$ cat config.mk
export PLATFORM = sky130hd
export DESIGN_NAME = ws28xx_bit_encoder
export DESIGN_NICKNAME = d
export VERILOG_FILES = /design/src/rtl/ws28xx_bit_encoder.sv
export SDC_FILE = /design/constraint.sdc
export NUM_CORES = 1
export LEC_CHECK = 0
export ABC_AREA = 1
export BUFFER_PORTS_ARGS = -buffer_cell sky130_fd_sc_hd__buf_2
export CAP_MARGIN = 20
export CORE_ASPECT_RATIO = 0.5
export CORE_MARGIN = 2
export CORE_UTILIZATION = 50
export CTS_CLUSTER_SIZE = 30
export DETAILED_ROUTE_END_ITERATION = 8
export PLACE_DENSITY = 0.79
export SLEW_MARGIN = 20
export SYNTH_ARGS = -nofsm -noshare
export SYNTH_HDL_FRONTEND = slang
export SYNTH_SLANG_ARGS = --single-unit
$ cat constraint.sdc
create_clock -name clk_i -period 3.6 [get_ports clk_i]
set_input_delay 0.18 -clock clk_i [delete_from_list [all_inputs] [get_ports clk_i]]
set_output_delay 0.18 -clock clk_i [all_outputs]
set_load 0.01 [all_outputs]
$ cat src/rtl/ws28xx_bit_encoder.sv
// ws28xx_bit_encoder: serialises pixel bytes MSB first into the single-wire
// WS281x waveform. Each bit is high for h cycles out of a period of p cycles.
// A frame ends with a low latch gap and a one-cycle frame_done_o pulse.
module ws28xx_bit_encoder #(
  parameter int RST_CNT_W    = 16,
  parameter int RESET_CYCLES = 12000
) (
  input  logic       clk_i,
  input  logic       rst_n_i,
  input  logic [7:0] reg_t0h_time_i,
  input  logic [8:0] reg_t0s_time_i,
  input  logic [7:0] reg_t1h_time_i,
  input  logic [8:0] reg_t1s_time_i,
  input  logic       in_valid_i,
  input  logic [7:0] in_data_i,
  input  logic       in_last_i,
  output logic       in_ready_o,
  output logic       bit_code_o,
  output logic       busy_o,
  output logic       frame_done_o
);

  typedef enum logic [1:0] {IDLE, BIT, GAP} state_t;

  localparam logic [RST_CNT_W-1:0] GAP_LAST = RST_CNT_W'(RESET_CYCLES - 1);
  localparam logic [RST_CNT_W-1:0] RCNT_ONE = RST_CNT_W'(1);

  state_t               state;
  logic [6:0]           shreg;     // bits still to send after the current one
  logic                 last_r;
  logic [2:0]           bit_idx;
  logic [8:0]           cnt;
  logic [8:0]           h_r;
  logic [8:0]           p_r;
  logic [RST_CNT_W-1:0] rcnt;
  logic                 bit_code;
  logic                 frame_done;

  logic                 end_bit;
  logic [17:0]          new_t;     // timing for bit 7 of an incoming byte
  logic [17:0]          next_t;    // timing for the next bit of the current byte

  // Period is forced to at least one cycle; high time is clamped to the period.
  function automatic logic [17:0] bit_timing(input logic b,
                                             input logic [7:0] t0h, input logic [8:0] t0s,
                                             input logic [7:0] t1h, input logic [8:0] t1s);
    logic [8:0] th;
    logic [8:0] ts;
    logic [8:0] p;
    logic [8:0] h;
    th = b ? {1'b0, t1h} : {1'b0, t0h};
    ts = b ? t1s : t0s;
    p  = (ts == 9'd0) ? 9'd1 : ts;
    h  = (th > p) ? p : th;
    return {h, p};
  endfunction

  assign new_t  = bit_timing(in_data_i[7], reg_t0h_time_i, reg_t0s_time_i,
                             reg_t1h_time_i, reg_t1s_time_i);
  assign next_t = bit_timing(shreg[6], reg_t0h_time_i, reg_t0s_time_i,
                             reg_t1h_time_i, reg_t1s_time_i);

  assign end_bit      = (cnt == p_r - 9'd1);
  assign in_ready_o   = (state == IDLE) ||
                        ((state == BIT) && end_bit && (bit_idx == 3'd0) && !last_r);
  assign busy_o       = (state != IDLE);
  assign bit_code_o   = bit_code;
  assign frame_done_o = frame_done;

  // Main FSM: byte load, per-bit counting, latch gap. bit_code is computed
  // from the values the counters take next, so the line follows cnt < h.
  always_ff @(posedge clk_i or negedge rst_n_i) begin
    if (!rst_n_i) begin
      state      <= IDLE;
      shreg      <= '0;
      last_r     <= 1'b0;
      bit_idx    <= '0;
      cnt        <= '0;
      h_r        <= '0;
      p_r        <= '0;
      rcnt       <= '0;
      bit_code   <= 1'b0;
      frame_done <= 1'b0;
    end else begin
      frame_done <= 1'b0;
      case (state)
        IDLE: begin
          bit_code <= 1'b0;
          if (in_valid_i) begin
            shreg    <= in_data_i[6:0];
            last_r   <= in_last_i;
            bit_idx  <= 3'd7;
            cnt      <= '0;
            h_r      <= new_t[17:9];
            p_r      <= new_t[8:0];
            bit_code <= (new_t[17:9] != 9'd0);
            state    <= BIT;
          end
        end
        BIT: begin
          if (!end_bit) begin
            cnt      <= cnt + 9'd1;
            bit_code <= ((cnt + 9'd1) < h_r);
          end else if (bit_idx != 3'd0) begin
            shreg    <= {shreg[5:0], 1'b0};
            bit_idx  <= bit_idx - 3'd1;
            cnt      <= '0;
            h_r      <= next_t[17:9];
            p_r      <= next_t[8:0];
            bit_code <= (next_t[17:9] != 9'd0);
          end else if (!last_r) begin
            if (in_valid_i) begin
              // back-to-back byte: no idle cycle on the line
              shreg    <= in_data_i[6:0];
              last_r   <= in_last_i;
              bit_idx  <= 3'd7;
              cnt      <= '0;
              h_r      <= new_t[17:9];
              p_r      <= new_t[8:0];
              bit_code <= (new_t[17:9] != 9'd0);
            end else begin
              // underrun: park low without a latch gap
              cnt      <= '0;
              bit_code <= 1'b0;
              state    <= IDLE;
            end
          end else begin
            cnt        <= '0;
            rcnt       <= '0;
            bit_code   <= 1'b0;
            frame_done <= (GAP_LAST == '0);
            state      <= GAP;
          end
        end
        GAP: begin
          bit_code <= 1'b0;
          if (rcnt == GAP_LAST) begin
            rcnt  <= '0;
            state <= IDLE;
          end else begin
            rcnt       <= rcnt + RCNT_ONE;
            frame_done <= ((rcnt + RCNT_ONE) == GAP_LAST);
          end
        end
        default: state <= IDLE;
      endcase
    end
  end

endmodule

==> impl_results.md <==
* Critical Path AT at 3.46 ns
* Antenna violations before repair at 0
* First-pass GRT wire length at 20290 um
* Number of remaining DRC errors at 0
* GP Congestion at roughly 0.96
* CP endpoint kind: flip-flop
* Worst rel slew slack at 0.5579
* Area grow syn2layout at 12.83%
* Simple logic cell fraction of the synthesized area at 0.2955
* Post-Synth Adder-Cell Area at 0.08676
* Final hold viol count at 0
* I/O pins at 50
* Share of layout cells above drive strength 1 at 0.1364
* Yosys Warn Count at 0
* Setup TNS at 0 ns
* Async S/R FF share, synth at 1.000
* Worst Tran Pin Value at ~0.66 ns
* Post-synthesis register bit count at 58
* Port Buffers at 49
* Initial core utilization at 0.5174
* Max-Cap Viols at 0
* Clk Latency, worst-skew pair at 0.33 ns
* Pwr Total at 3.658 mW
* Core Util, Final at 0.5838
* Die width at 144.1 um
* TritonCTS Sinks at 58
* Final setup fails at 0
* Die Height at 74.03 um
* Post-synthesis cell count at 715
* Post-synthesis mux area share at 0
* Main combinational cell family by area after synthesis: simple AND/OR/NAND/NOR gates
* Number of hold buffers added after CTS at 0
* Final HPWL DP at between 9000 and 10000 um
* Post-synth EDFFs at 0
* Post-route ant nets at 0
* Post-CTS Setup Inserts at 0
* Type of the most critical hold path: in -> reg
* Crit start category: flip-flop
* Core ar. at 9478 um^2
* Seq/Total Area, Yosys at 0.2960
* Worst Path Class, Setup: reg -> reg
* CP required at 3.82 ns
* Fillers at 906
* Yosys cell types at 45
* Drt total wl at 12010 um
* CTS Buf Count at 9
* Clock buffer depth at 2
* CTS resizes at 0
* Final Cycle Share at 0.8999
* Fin. max-slew vios at 0
* Grt total ovfl at 0
* Power Density at ~660 nW/um^2
* Largest fanout on the critical path at 17
* Worst VDD drop at 0.3091 mV
* Total Routing Usage GR at 0.2424
* Full die area at 10660 um^2
* Commonest non-fill, non-tap cell in the layout: nand2_1
* Post-synthesis compound-gate area fraction at 0.1554
* Root Buffer: clkbuf_16
* Vias in the first global route at 4319
* Vias at 4710
* Outcome: finished clean
* Max Clock Skew at 0.009338 ns
* Clock slew seen by the registers of the worst setup and hold paths at 0.05 ns
* CTS tree: yes
* H-tree Lvls at 3
* Syn Nets at 795
* # diodes at 0
* Ys flop type: dfrtp_1
* # rows at 25
* Drt via density at 5.204
* FMAX at 308.7 MHz
* Synthesized area at 4903 um^2
* Mean Syn Cell Area at 6.858 um^2
* Largest net degree at the start of global routing at 45
* Iter 0 DRT Violations at ~300
* Lkg Pwr at 2.841 nW
* Xor and xnor area share after synthesis at 0.05359
* RSZ-0062 raised after global routing: no
* Min Tclk post-route at 3.240 ns
* Post-layout nets at ~850
* TritonRoute pass-1 iters at 5
* Most frequent cells in the layout: nand2_1 (188), inv_1 (110), o21ai_0 (75), nand3_1 (60), dfrtp_1 (58)
* Mean routed wirelength per cell at 13.27 um
metal layers:
| layer | up-vias | track usage | routed length [um] |
|---|---|---|---|
| met4 | 0 | 0.09368 | 206 |
| met1 | 2116 | 0.3339 | 5760 |
| met3 | 20 | 0.04379 | 745 |
| met5 | - | 0 | 0 |
| li1 | 2407 | - | - |
| met2 | 167 | 0.3862 | 5295 |
critical path: stages (launching register included):
cell and delay, ns:
dfrtp_1 0.52, o21ai_0 0.54, nor2_1 0.10, nand3_1 0.09
o21ai_1 0.12, ha_1 0.22, nor3_1 0.21, o21ai_0 0.12
nand2_1 0.12, nand2_1 0.22, o21ai_0 0.31, nand2_1 0.09
nor2_1 0.10, nand3_1 0.11, nand2_1 0.09, nand2_1 0.05
nand2_1 0.06, a21oi_1 0.06
synth_stat cells (all sizes together), types with 2 or more instances:
master,instances,area share
a21oi,23,0.027
and3,3,0.0048
buf,12,0.019
clkbuf,6,0.0046
dfrtp,58,0.30
ha,34,0.087
inv,115,0.089
nand2,194,0.16
nand3,60,0.061
nand4,7,0.010
nor2,47,0.038
nor3,12,0.015
nor4,4,0.0082
o211ai,2,0.0031
o21a,3,0.0046
o21ai,89,0.098
o22ai,7,0.0089
xnor2,4,0.0071
xor2,26,0.046
stage by stage:
step	area, um^2	hold WS (ns)	setup WS, ns	cells
floorplan	4903	-0.1156	1.013	715
global placement	5255	0.3918	0.3641	888
detailed placement	5255	0.4003	0.3280	888
CTS	5520	0.05009	0.4504	904
global route	5533	0.1419	0.01982	905
finish	5533	0.1074	0.3603	905
worst paths after layout:
path                                   start    endpoint  slack (ns)  cells after the start
worst max-delay path                shreg[6]  bit_code_o        0.36                     17
worst min-delay path            in_data_i[3]    shreg[3]        0.11                      3
worst max register to register      shreg[6]  bit_code_o        0.36                     17
worst min register to register      shreg[0]    shreg[0]        0.47                      2
max in group asynchronous            rst_n_i      cnt[0]        2.58                      3
min in group asynchronous            rst_n_i     rcnt[5]        0.39                      2
state kept, by name, indices dropped and copies added, names as in the netlist:
name          cells
bit_idx           3
p_r               9
rcnt             16
last_r            1
cnt               9
state             2
shreg             7
h_r               9
bit_code_o        1
frame_done_o      1
final cells by class:
class                      instances  area, um^2  area share
clock inverter                     3       15.01    0.002714
tap                              135       168.9     0.03053
multi-input combinational        523        2899      0.5240
clock buffer                      13       250.2     0.04523
timing repair buffer              57       310.3     0.05608
sequential                        58        1451      0.2623
inverter                         116       437.9     0.07915
where the power goes:
| part | internal [mW] | switching, mW | total, mW | leakage, nW |
|---|---|---|---|---|
| Clock | 0.480 | 0.286 | 0.766 | 0.133 |
| Combinational | 0.647 | 1.29 | 1.93 | 1.96 |
| Sequential | 0.833 | 0.125 | 0.958 | 0.746 |
| Total | 1.96 | 1.70 | 3.66 | 2.84 |
cell families (layout without fill, tap and decap cells):
| kind of cell | Yosys count | count (layout) |
|---|---|---|
| simple gates | 328 | 328 |
| buf+inv | 134 | 189 |
| fa+ha+maj | 34 | 34 |
| compound gates | 131 | 131 |
| flops | 58 | 58 |
| xor+xnor | 30 | 30 |
No activity file was read; power rests on OpenSTA's default activity.
